## src/rtl/pixel_frame_writer_pkg.sv

```systemverilog
// Shared types and constants for the pixel frame writer.
package pixel_frame_writer_pkg;

    localparam int unsigned PIX_PER_WORD = 4;
    localparam int unsigned WORD_DATA_W  = 8 * PIX_PER_WORD;

    typedef enum logic [1:0] {
        IDLE,
        ARMED,
        CAPTURE,
        DRAIN
    } state_t;

    // Counter width for a range of n values, never narrower than one bit.
    function automatic int unsigned cnt_w(input int unsigned n);
        return (n > 1) ? $clog2(n) : 1;
    endfunction

endpackage

```

## src/rtl/sync_fifo.sv

```systemverilog
// Synchronous FIFO; a pop in the same cycle frees a slot for a push when full.
module sync_fifo #(
    parameter int unsigned DATA_W = 8,
    parameter int unsigned DEPTH  = 4
) (
    input  logic                     clk,
    input  logic                     rst,
    input  logic                     push_i,
    input  logic [DATA_W-1:0]        wdata_i,
    input  logic                     pop_i,
    output logic [DATA_W-1:0]        rdata_o,
    output logic                     full_o,
    output logic                     empty_o,
    output logic [$clog2(DEPTH):0]   count_o
);

    localparam int unsigned PW = $clog2(DEPTH);
    localparam int unsigned CW = PW + 1;

    logic [DATA_W-1:0] mem [DEPTH];
    logic [PW-1:0]     wptr_q;
    logic [PW-1:0]     rptr_q;
    logic [CW-1:0]     count_q;
    logic              do_push;
    logic              do_pop;

    // Accepted push/pop strobes; a full FIFO still takes a push alongside a pop.
    always_comb begin
        do_pop  = pop_i && (count_q != '0);
        do_push = push_i && ((count_q != CW'(DEPTH)) || do_pop);
    end

    // Pointer and occupancy registers.
    always_ff @(posedge clk) begin
        if (rst) begin
            wptr_q  <= '0;
            rptr_q  <= '0;
            count_q <= '0;
        end else begin
            if (do_push) wptr_q <= wptr_q + PW'(1);
            if (do_pop)  rptr_q <= rptr_q + PW'(1);
            count_q <= count_q + CW'(do_push) - CW'(do_pop);
        end
    end

    // Storage array; contents are don't-care until written.
    always_ff @(posedge clk) begin
        if (!rst && do_push) mem[wptr_q] <= wdata_i;
    end

    assign rdata_o = mem[rptr_q];
    assign full_o  = (count_q == CW'(DEPTH));
    assign empty_o = (count_q == '0);
    assign count_o = count_q;

endmodule

```

## src/rtl/pixel_frame_writer.sv

```systemverilog
// Captures one raster frame, packs 4 pixels per word and writes it to a
// word-addressed frame buffer through a valid/ready write port.
module pixel_frame_writer
    import pixel_frame_writer_pkg::*;
#(
    parameter int unsigned          WIDTH      = 640,
    parameter int unsigned          HEIGHT     = 480,
    parameter int unsigned          ADDR_W     = 17,
    parameter logic [ADDR_W-1:0]    BASE_ADDR  = '0,
    parameter int unsigned          FIFO_DEPTH = 4
) (
    input  logic              clk,
    input  logic              rst,
    input  logic              valid_i,
    input  logic [7:0]        data_i,
    input  logic              start_i,
    output logic              wr_valid_o,
    input  logic              wr_ready_i,
    output logic [ADDR_W-1:0] wr_addr_o,
    output logic [31:0]       wr_data_o,
    output logic              busy_o,
    output logic              done_o,
    output logic              overflow_o
);

    localparam int unsigned XW = cnt_w(WIDTH);
    localparam int unsigned YW = cnt_w(HEIGHT);
    localparam int unsigned CW = $clog2(FIFO_DEPTH) + 1;

    // Each FIFO entry carries its own address so dropped words never shift later ones.
    typedef struct packed {
        logic [ADDR_W-1:0]      addr;
        logic [WORD_DATA_W-1:0] data;
    } word_t;

    state_t            state_q, state_d;
    logic [XW-1:0]     x_q, x_d;
    logic [YW-1:0]     y_q, y_d;
    logic [1:0]        lane_q, lane_d;
    logic [23:0]       pack_q, pack_d;
    logic [ADDR_W-1:0] waddr_q, waddr_d;
    logic              ovf_q, ovf_d;

    logic              at_origin;
    logic              at_last;
    logic              take;
    logic [1:0]        lane_base;
    logic [ADDR_W-1:0] waddr_base;

    logic              fifo_push;
    logic              fifo_pop;
    word_t             push_word;
    word_t             head_word;
    logic              fifo_full;
    logic              fifo_empty;
    logic [CW-1:0]     fifo_count;

    assign at_origin = (x_q == '0) && (y_q == '0);
    assign at_last   = (x_q == XW'(WIDTH - 1)) && (y_q == YW'(HEIGHT - 1));
    assign fifo_pop  = !fifo_empty && wr_ready_i;

    // Raster position advances on every pixel regardless of capture state.
    always_comb begin
        x_d = x_q;
        y_d = y_q;
        if (valid_i) begin
            if (x_q == XW'(WIDTH - 1)) begin
                x_d = '0;
                y_d = (y_q == YW'(HEIGHT - 1)) ? '0 : y_q + YW'(1);
            end else begin
                x_d = x_q + XW'(1);
            end
        end
    end

    // Capture sequencing: arm, align to frame origin, pack, drain the FIFO.
    always_comb begin
        state_d    = state_q;
        take       = 1'b0;
        lane_base  = lane_q;
        waddr_base = waddr_q;
        done_o     = 1'b0;
        case (state_q)
            IDLE: begin
                if (start_i) state_d = ARMED;
            end
            ARMED: begin
                // The origin pixel restarts lane and address in the same cycle it is packed.
                if (valid_i && at_origin) begin
                    take       = 1'b1;
                    lane_base  = '0;
                    waddr_base = BASE_ADDR;
                    state_d    = CAPTURE;
                end
            end
            CAPTURE: begin
                if (valid_i) begin
                    take = 1'b1;
                    if (at_last) state_d = DRAIN;
                end
            end
            DRAIN: begin
                // No pushes occur here, so popping the sole entry empties the FIFO.
                if (fifo_empty || (fifo_pop && fifo_count == CW'(1))) begin
                    state_d = IDLE;
                    done_o  = 1'b1;
                end
            end
            default: state_d = IDLE;
        endcase
    end

    // Lane packing, word addressing and overflow detection.
    always_comb begin
        lane_d         = lane_q;
        pack_d         = pack_q;
        waddr_d        = waddr_base;
        fifo_push      = 1'b0;
        push_word.addr = waddr_base;
        push_word.data = {data_i, pack_q};
        if (take) begin
            lane_d = lane_base + 2'd1;
            case (lane_base)
                2'd0: pack_d[7:0]   = data_i;
                2'd1: pack_d[15:8]  = data_i;
                2'd2: pack_d[23:16] = data_i;
                default: begin
                    fifo_push = 1'b1;
                    waddr_d   = waddr_base + ADDR_W'(1);
                end
            endcase
        end
        ovf_d = ovf_q || (fifo_push && fifo_full && !fifo_pop);
    end

    // FSM state register.
    always_ff @(posedge clk) begin
        if (rst) state_q <= IDLE;
        else     state_q <= state_d;
    end

    // Raster, packing and status registers.
    always_ff @(posedge clk) begin
        if (rst) begin
            x_q     <= '0;
            y_q     <= '0;
            lane_q  <= '0;
            pack_q  <= '0;
            waddr_q <= BASE_ADDR;
            ovf_q   <= 1'b0;
        end else begin
            x_q     <= x_d;
            y_q     <= y_d;
            lane_q  <= lane_d;
            pack_q  <= pack_d;
            waddr_q <= waddr_d;
            ovf_q   <= ovf_d;
        end
    end

    sync_fifo #(
        .DATA_W ($bits(word_t)),
        .DEPTH  (FIFO_DEPTH)
    ) u_fifo (
        .clk     (clk),
        .rst     (rst),
        .push_i  (fifo_push),
        .wdata_i (push_word),
        .pop_i   (fifo_pop),
        .rdata_o (head_word),
        .full_o  (fifo_full),
        .empty_o (fifo_empty),
        .count_o (fifo_count)
    );

    assign wr_valid_o = !fifo_empty;
    assign wr_addr_o  = fifo_empty ? BASE_ADDR : head_word.addr;
    assign wr_data_o  = fifo_empty ? '0 : head_word.data;
    assign busy_o     = (state_q != IDLE);
    assign overflow_o = ovf_q;

endmodule

```

## config.mk

```make
export PLATFORM = sky130hd
export DESIGN_NAME = pixel_frame_writer
export DESIGN_NICKNAME = d
export VERILOG_FILES = /design/src/rtl/pixel_frame_writer_pkg.sv /design/src/rtl/sync_fifo.sv /design/src/rtl/pixel_frame_writer.sv
export SDC_FILE = /design/constraint.sdc
export NUM_CORES = 1
export LEC_CHECK = 0
export ABC_AREA = 1
export CAP_MARGIN = 20
export CORE_MARGIN = 2
export CORE_UTILIZATION = 37
export DETAILED_ROUTE_END_ITERATION = 16
export GPL_ROUTABILITY_DRIVEN = 0
export PLACE_DENSITY = 0.65
export SLEW_MARGIN = 20
export SYNTH_ARGS = -nofsm -noshare
export SYNTH_HDL_FRONTEND = slang
export SYNTH_SLANG_ARGS = --single-unit
```

## constraint.sdc

```tcl
create_clock -name clk -period 5.2 [get_ports clk]
set_input_delay 0.52 -clock clk [delete_from_list [all_inputs] [get_ports clk]]
set_output_delay 0.52 -clock clk [all_outputs]
set_load 0.01 [all_outputs]
```

# ---- Yosys cells after proc, flatten, opt, wreduce, memory -nomap -nowiden
# Memories as Yosys holds them, arrays and structs flattened. A register that Yosys moved wholly into a read port is not among the register bits.
# Cells that the tools add are included.
dict set report op_classes {
  reduce_logical 29
  add_sub_neg 8
  n_eq_ne 15
  muxes 27
}
# operator count
set ops {}
lappend ops {{2-to-1 mux 17 bit} 5}
lappend ops {{2-to-1 mux 32 bit} 1}
lappend ops {{2-to-1 mux 2 bit} 9}
lappend ops {{adder 17 x 1 -> 17 bit (second input constant)} 1}
lappend ops {{adder 10 x 1 -> 10 bit (second input constant)} 1}
lappend ops {{equality test 10 bit (second input constant)} 1}
lappend ops {{logical AND 1 bit} 10}
lappend ops {{zero test 10 bit} 1}
lappend ops {{2-to-1 mux 10 bit} 1}
lappend ops {{inequality test 2 bit (second input constant)} 5}
lappend ops {{adder 9 x 1 -> 9 bit (second input constant)} 1}
lappend ops {{equality test 9 bit (second input constant)} 1}
lappend ops {{zero test 9 bit} 1}
lappend ops {{2-to-1 mux 9 bit} 1}
lappend ops {{2-to-1 mux 1 bit} 8}
lappend ops {{case mux 2 bit (4 select lines)} 1}
lappend ops {{AND reduction 2 bit} 4}
lappend ops {{adder 2 x 1 -> 2 bit (second input constant)} 3}
lappend ops {{equality test 2 bit (second input constant)} 3}
lappend ops {{AND reduction 5 bit} 1}
lappend ops {{equality test 2 x 1 -> 1 bit (second input constant)} 2}
lappend ops {{zero test 2 bit} 2}
lappend ops {{adder 3 x 1 -> 3 bit} 1}
lappend ops {{equality test 3 x 1 -> 1 bit (second input constant)} 1}
lappend ops {{other kinds (10)} 14}
dict set report totals {
  inputBits 13
  mem_bits_rw 196
  output_inout_bits 53
  ff_bits 72
  mem_count 1
}
# name depth width rd rd_ports_with_merged_regs write_ports line
set memory_table {}
lappend memory_table {u_fifo.mem 4 49 1 1 1 sync_fifo.sv:20} ;# logic [DATA_W-1:0] mem [DEPTH];

# ---- Longest topological paths before layout
dict set report logic_depth {
  ltp_word 13
  mapped_depth 21
  mapped_depth_nobuf 19
}

# ---- Cells and area by module
# From an unflattened synthesis, not the netlist that was laid out.
dict set report unflattened {
  hier_cells 1100
  hier_area_um2 11387.2
}
# module instances cells_each area_each_um2 seq_area_each_um2
set by_module_without_submodules {}
lappend by_module_without_submodules {sync_fifo 1 548 7758.7 6065.8}
lappend by_module_without_submodules {pixel_frame_writer 1 552 3628.5 1301.2}

# ---- Least setup slack after synthesis
# OpenSTA, ideal clock, no wires.
dict set report synth_timing {
  path_kind {register to register}
  startpoint {reg y_q[0]}
  endpoint {mem u_fifo.mem[0][0] (netlist bit), enable pin}
  arrival_ns 4.084
  setup_ns 0.456
  n_path_buf 2
  period_less_slack_ns 4.540
  path_stages_with_launch 19
  setup_slack_ns 0.660
  cell_sequence {dfxtp_1 > inv_1 > ha_1 > inv_1 > nor2_1 > nand2_1 > nor2_2 > nand3_2 > buf_6 > buf_2 > nand2_1 > inv_1 > ha_1 > nand3_4 > inv_2 > nand2_2 > inv_2 > nand2_1 > nor2_1}
}
dict set report synth_via {
  elab_chain_len 13
}
# item line
set synth_lines {}
lappend synth_lines {{start: declaration} pixel_frame_writer.sv:38} ;# logic [YW-1:0] y_q, y_d;
lappend synth_lines {{start signal: assignment} pixel_frame_writer.sv:153} ;# y_q <= y_d;
lappend synth_lines {{zero test 9 bit *} pixel_frame_writer.sv:58} ;# assign at_origin = (x_q == '0) && (y_q == '0);
lappend synth_lines {{logical AND 1 bit *} pixel_frame_writer.sv:58}
lappend synth_lines {{logical AND 1 bit *} pixel_frame_writer.sv:89} ;# if (valid_i && at_origin) begin
lappend synth_lines {{2-to-1 mux 2 bit} pixel_frame_writer.sv:89}
lappend synth_lines {{2-to-1 mux 2 bit} pixel_frame_writer.sv:83} ;# case (state_q)
lappend synth_lines {{equality test 2 bit (tied with other cells)} pixel_frame_writer.sv:123} ;# case (lane_base)
lappend synth_lines {{OR reduction 3 bit (no line)} -}
lappend synth_lines {{2-to-1 mux 1 bit} pixel_frame_writer.sv:123}
lappend synth_lines {{2-to-1 mux 1 bit *} pixel_frame_writer.sv:121} ;# if (take) begin
lappend synth_lines {{logical AND 1 bit *} sync_fifo.sv:30} ;# do_push = push_i && ((count_q != CW'(DEPTH)) || do_pop);
lappend synth_lines {{logical AND 1 bit *} sync_fifo.sv:48} ;# if (!rst && do_push) mem[wptr_q] <= wdata_i;
lappend synth_lines {{2-to-1 mux 1 bit *} sync_fifo.sv:48}
lappend synth_lines {{2-to-1 mux 1 bit (implied by the code) *} sync_fifo.sv:48}
lappend synth_lines {{end: declaration} sync_fifo.sv:20}
# Every way passes the cells marked *; elsewhere a longest branch is shown, timed or not.

# ---- Worst setup path in the final report
dict set report layout_timing {
  startpoint {reg y_q[0]}
  endpoint {mem u_fifo.mem[0][35] (netlist bit), enable pin}
}
# The elaborated chain is that of the path after synthesis.

==> metrics.md <==
| Metric | Value |
|---|---|
| Status | `finished, final reports clean` |
| Switch share | `0.302` |
| Share of layout cells above drive strength 1 | `0.0701` |
| Post-route insts no fill | `1559` |
| Worst Path Arrival | `3900 ps` |
| Number of global-route vias before repair | `7490` |
| Power Internal | `0.00414 W` |
| Detailed placer's ending HPWL | `14.9 mm` |
| Postcts setup bufs | `0` |
| Leak | `4.82 nW` |
| Ys async rst share | `0` |
| Die Y-Extent | `177 um` |
| P per Cell Area | `451 nW/um^2` |
| Cell Rows | `63` |
| Flop and latch count out of synthesis | `270` |
| H-tree Lvls | `1` |
| Setup violations, final | `0` |
| Routed len/inst | `15.7 um` |
| Crit Reg-Reg Startpoint | `y_q[0]$_SDFFE_PP0P_` |
| Hold Buf Count CTS | `0` |
| Grt total ovfl | `0` |
| Setup crit end kind | `flop` |
| Via Count | `7705` |
| Syn Nets | `1123` |
| Worst rel slew slack | `0.281` |
| Fmax | `270 MHz` |
| Final period utilization | `0.713` |
| Starting Density | `0.376` |
| Crit path to | `u_fifo.mem[0][35]$_DFFE_PP_` |
| Final-report max-slew violation count | `0` |
| I/O pin count | `66` |
| Sink Count | `270` |
| Mapped cell area | `11100 um^2` |
| DR pass1 iterations | `5` |
| Number of flops mapped to enable cells by yosys | `196` |
| Hold Slack | `473 ps` |
| Antenna viol nets, final | `0` |
| CTS root buf | `clkbuf_16` |
| Die area | `31500 um^2` |
| NetSw | `0.00179 W` |
| First-pass GRT wire length | `39.3 mm` |
| FF-to-FF End | `u_fifo.mem[0][35]$_DFFE_PP_` |
| Ys Warns | `0` |
| Critical Path Start Type | `flop` |
| Setup TNS | `0 ps` |
| Core box area | `29600 um^2` |
| CP startpoint | `y_q[0]$_SDFFE_PP0P_` |
| # port buffers | `65` |
| Unique cell type count in the Yosys netlist | `33` |
| Synth Flop Type | `edfxtp_1` |
| Max Fanout on Critical Path | `29` |
| Worst Max-Slew Pin Slew | `1070 ps` |
| Drt via density | `4.94` |
| VDD IR max | `0.277 mV` |
| WS Path Type | `reg -> reg` |
| Reg2reg path depth | `17` |
| DRT Wirelength | `24.5 mm` |
| Diode count | `0` |
| Power, Total | `0.00593 W` |
| NumNets Final | `1180` |
| DRT iter0 DRCs | `635` |
| Syn-to-layout area delta | `18.3%` |
| Syn_area_per_cell | `10.2 um^2` |
| DRC violations left | `0` |
| Total CTS buffers | `29` |
| Setup Skew | `12.1 ps` |
| Placed cell count | `1505` |
| Clock-pin transition on the worst setup and hold timing paths | `60 ps` |
| RSZ-0062 raised after global routing | `no` |
| Cell count after synthesis | `1089` |
| Hold WC Path Type | `reg -> reg` |
| Largest net degree at the start of global routing | `99` |
| Global Route Usage Sum | `0.156` |
| Initial antenna violation count | `0` |
| CTS tree | `done` |
| Sequential power share | `0.405` |
| Min Tclk post-route | `3710 ps` |
| Setup slack, reg-to-reg | `1490 ps` |
| Required time worst endpoint | `5400 ps` |
| Die width | `177 um` |
| Clock share of power | `0.337` |
| Max capacitance violation total | `0` |
| Comb pwr share | `0.258` |
| Hold Vio Cnt, Final | `0` |
| Worst-Skew Late Latency | `530 ps` |
| Post-CTS Resized | `0` |
| Register area share after synthesis | `0.662` |
| Layout Utilization | `0.444` |
| Clock buffer depth | `3` |
[power groups by stage]
stage	registers [W]	clock network (W)	logic [W]
5_1_grt	0.00241	0.00212	0.00169
3_5_place_dp	0.00245	0	0.00155
2_1_floorplan	0.00240	0	0.000870
4_1_cts	0.00240	0.00204	0.00156
6_report	0.00240	0.00200	0.00153
3_3_place_gp	0.00245	0	0.00154
[cell families after synthesis]
| family | share of synthesized area |
|---|---|
| AO/OA/AOI/OAI | 0.108 |
| XOR/XNOR | 0.000787 |
| adder cells (fa/ha/maj) | 0.0243 |
| buffers and inverters | 0.0461 |
| flip-flops | 0.662 |
| AND/OR/NAND/NOR | 0.160 |
[stage by stage]
step	area, um^2	setup slack, ps
6_report	13200	1490
5_1_grt	13200	1130
4_1_cts	13200	1440
3_5_place_dp	12200	1040
3_3_place_gp	12200	1120
2_1_floorplan	11100	660
[synthesized netlist by cell type, types with 4 or more instances]
master / number / area share
nand2_2: 4 / 0.0022
nor2_1: 258 / 0.087
nand3_1: 44 / 0.020
inv_2: 4 / 0.0013
a21oi_1: 103 / 0.046
nor3_1: 9 / 0.0040
inv_1: 74 / 0.025
buf_1: 4 / 0.0013
nand2_1: 97 / 0.033
nand4_1: 6 / 0.0034
buf_2: 5 / 0.0022
dfxtp_1: 74 / 0.13
o21ai_0: 122 / 0.055
edfxtp_1: 196 / 0.53
clkbuf_1: 42 / 0.014
ha_1: 20 / 0.022
[registers in the layout (all words and copies together), names as in the netlist, named ones only]
signal and flops:
u_fifo.mem 196, waddr_q 17, state_q 2, x_q 10, u_fifo.rptr_q 2, pack_q 24
u_fifo.count_o 3, lane_q 2, y_q 9, u_fifo.wptr_q 2, overflow_o 1
[critical path, cell delays in order, from the launching register on]
cell     delay (ps)
dfxtp_1         360
inv_1            90
ha_1            190
inv_1            60
nor2_1           40
nand2_1          80
nor2_2           40
nand3_2         390
nand2_1         190
inv_1           140
ha_1            230
nand3_4         180
inv_2           120
nand2_2          80
inv_2            70
nand2_1         210
nor2_4          500
buf_4           400
[final cells by class]
class | instances | area (um^2)
Tap cell | 390 | 488
Fill cell | 2776 | 16500
Clock inverter | 11 | 115
Timing Repair Buffer | 79 | 781
Multi-Input combinational cell | 688 | 3300
Clock buffer | 43 | 823
Sequential cell | 270 | 7370
Inverter | 78 | 293
[cells in the final DEF, fill, tap and decap left out, types with 3 or more instances in the layout]
| cell type | count |
|---|---|
| nor3_1 | 9 |
| o21ai_0 | 122 |
| nor2_1 | 253 |
| clkinv_1 | 3 |
| o21ai_1 | 3 |
| clkbuf_16 | 30 |
| a21oi_1 | 103 |
| clkbuf_1 | 8 |
| edfxtp_1 | 196 |
| a211oi_1 | 3 |
| clkbuf_2 | 3 |
| ha_1 | 20 |
| nor2_4 | 6 |
| nand2_2 | 4 |
| clkinv_2 | 3 |
| clkdlybuf4s50_1 | 65 |
| dfxtp_1 | 72 |
| inv_2 | 5 |
| nand4_1 | 6 |
| inv_1 | 73 |
| nand3_1 | 44 |
| nor2_2 | 3 |
| nand2_1 | 97 |
| buf_4 | 12 |
[per-layer routing]
metal | track usage | wire, um | vias up
li1 | - | - | 3824
met1 | 0.209 | 11300 | 3669
met2 | 0.266 | 11600 | 177
met3 | 0.0238 | 1190 | 35
met4 | 0.0386 | 473 | 0
met5 | 0 | 0 | -
[worst min path at each step]
stage,from,end,cells past startpoint
floorplan,u_fifo.rptr_q[1]$_SDFFE_PP0P_,flop,2
detailed placement,u_fifo.rptr_q[1]$_SDFFE_PP0P_,flop,2
finish,u_fifo.rptr_q[1]$_SDFFE_PP0P_,flop,2
global placement,u_fifo.rptr_q[0]$_SDFFE_PP0P_,flop,1
CTS,u_fifo.rptr_q[1]$_SDFFE_PP0P_,flop,2
global route,u_fifo.rptr_q[1]$_SDFFE_PP0P_,flop,2
(Power assumes the default switching activity.)
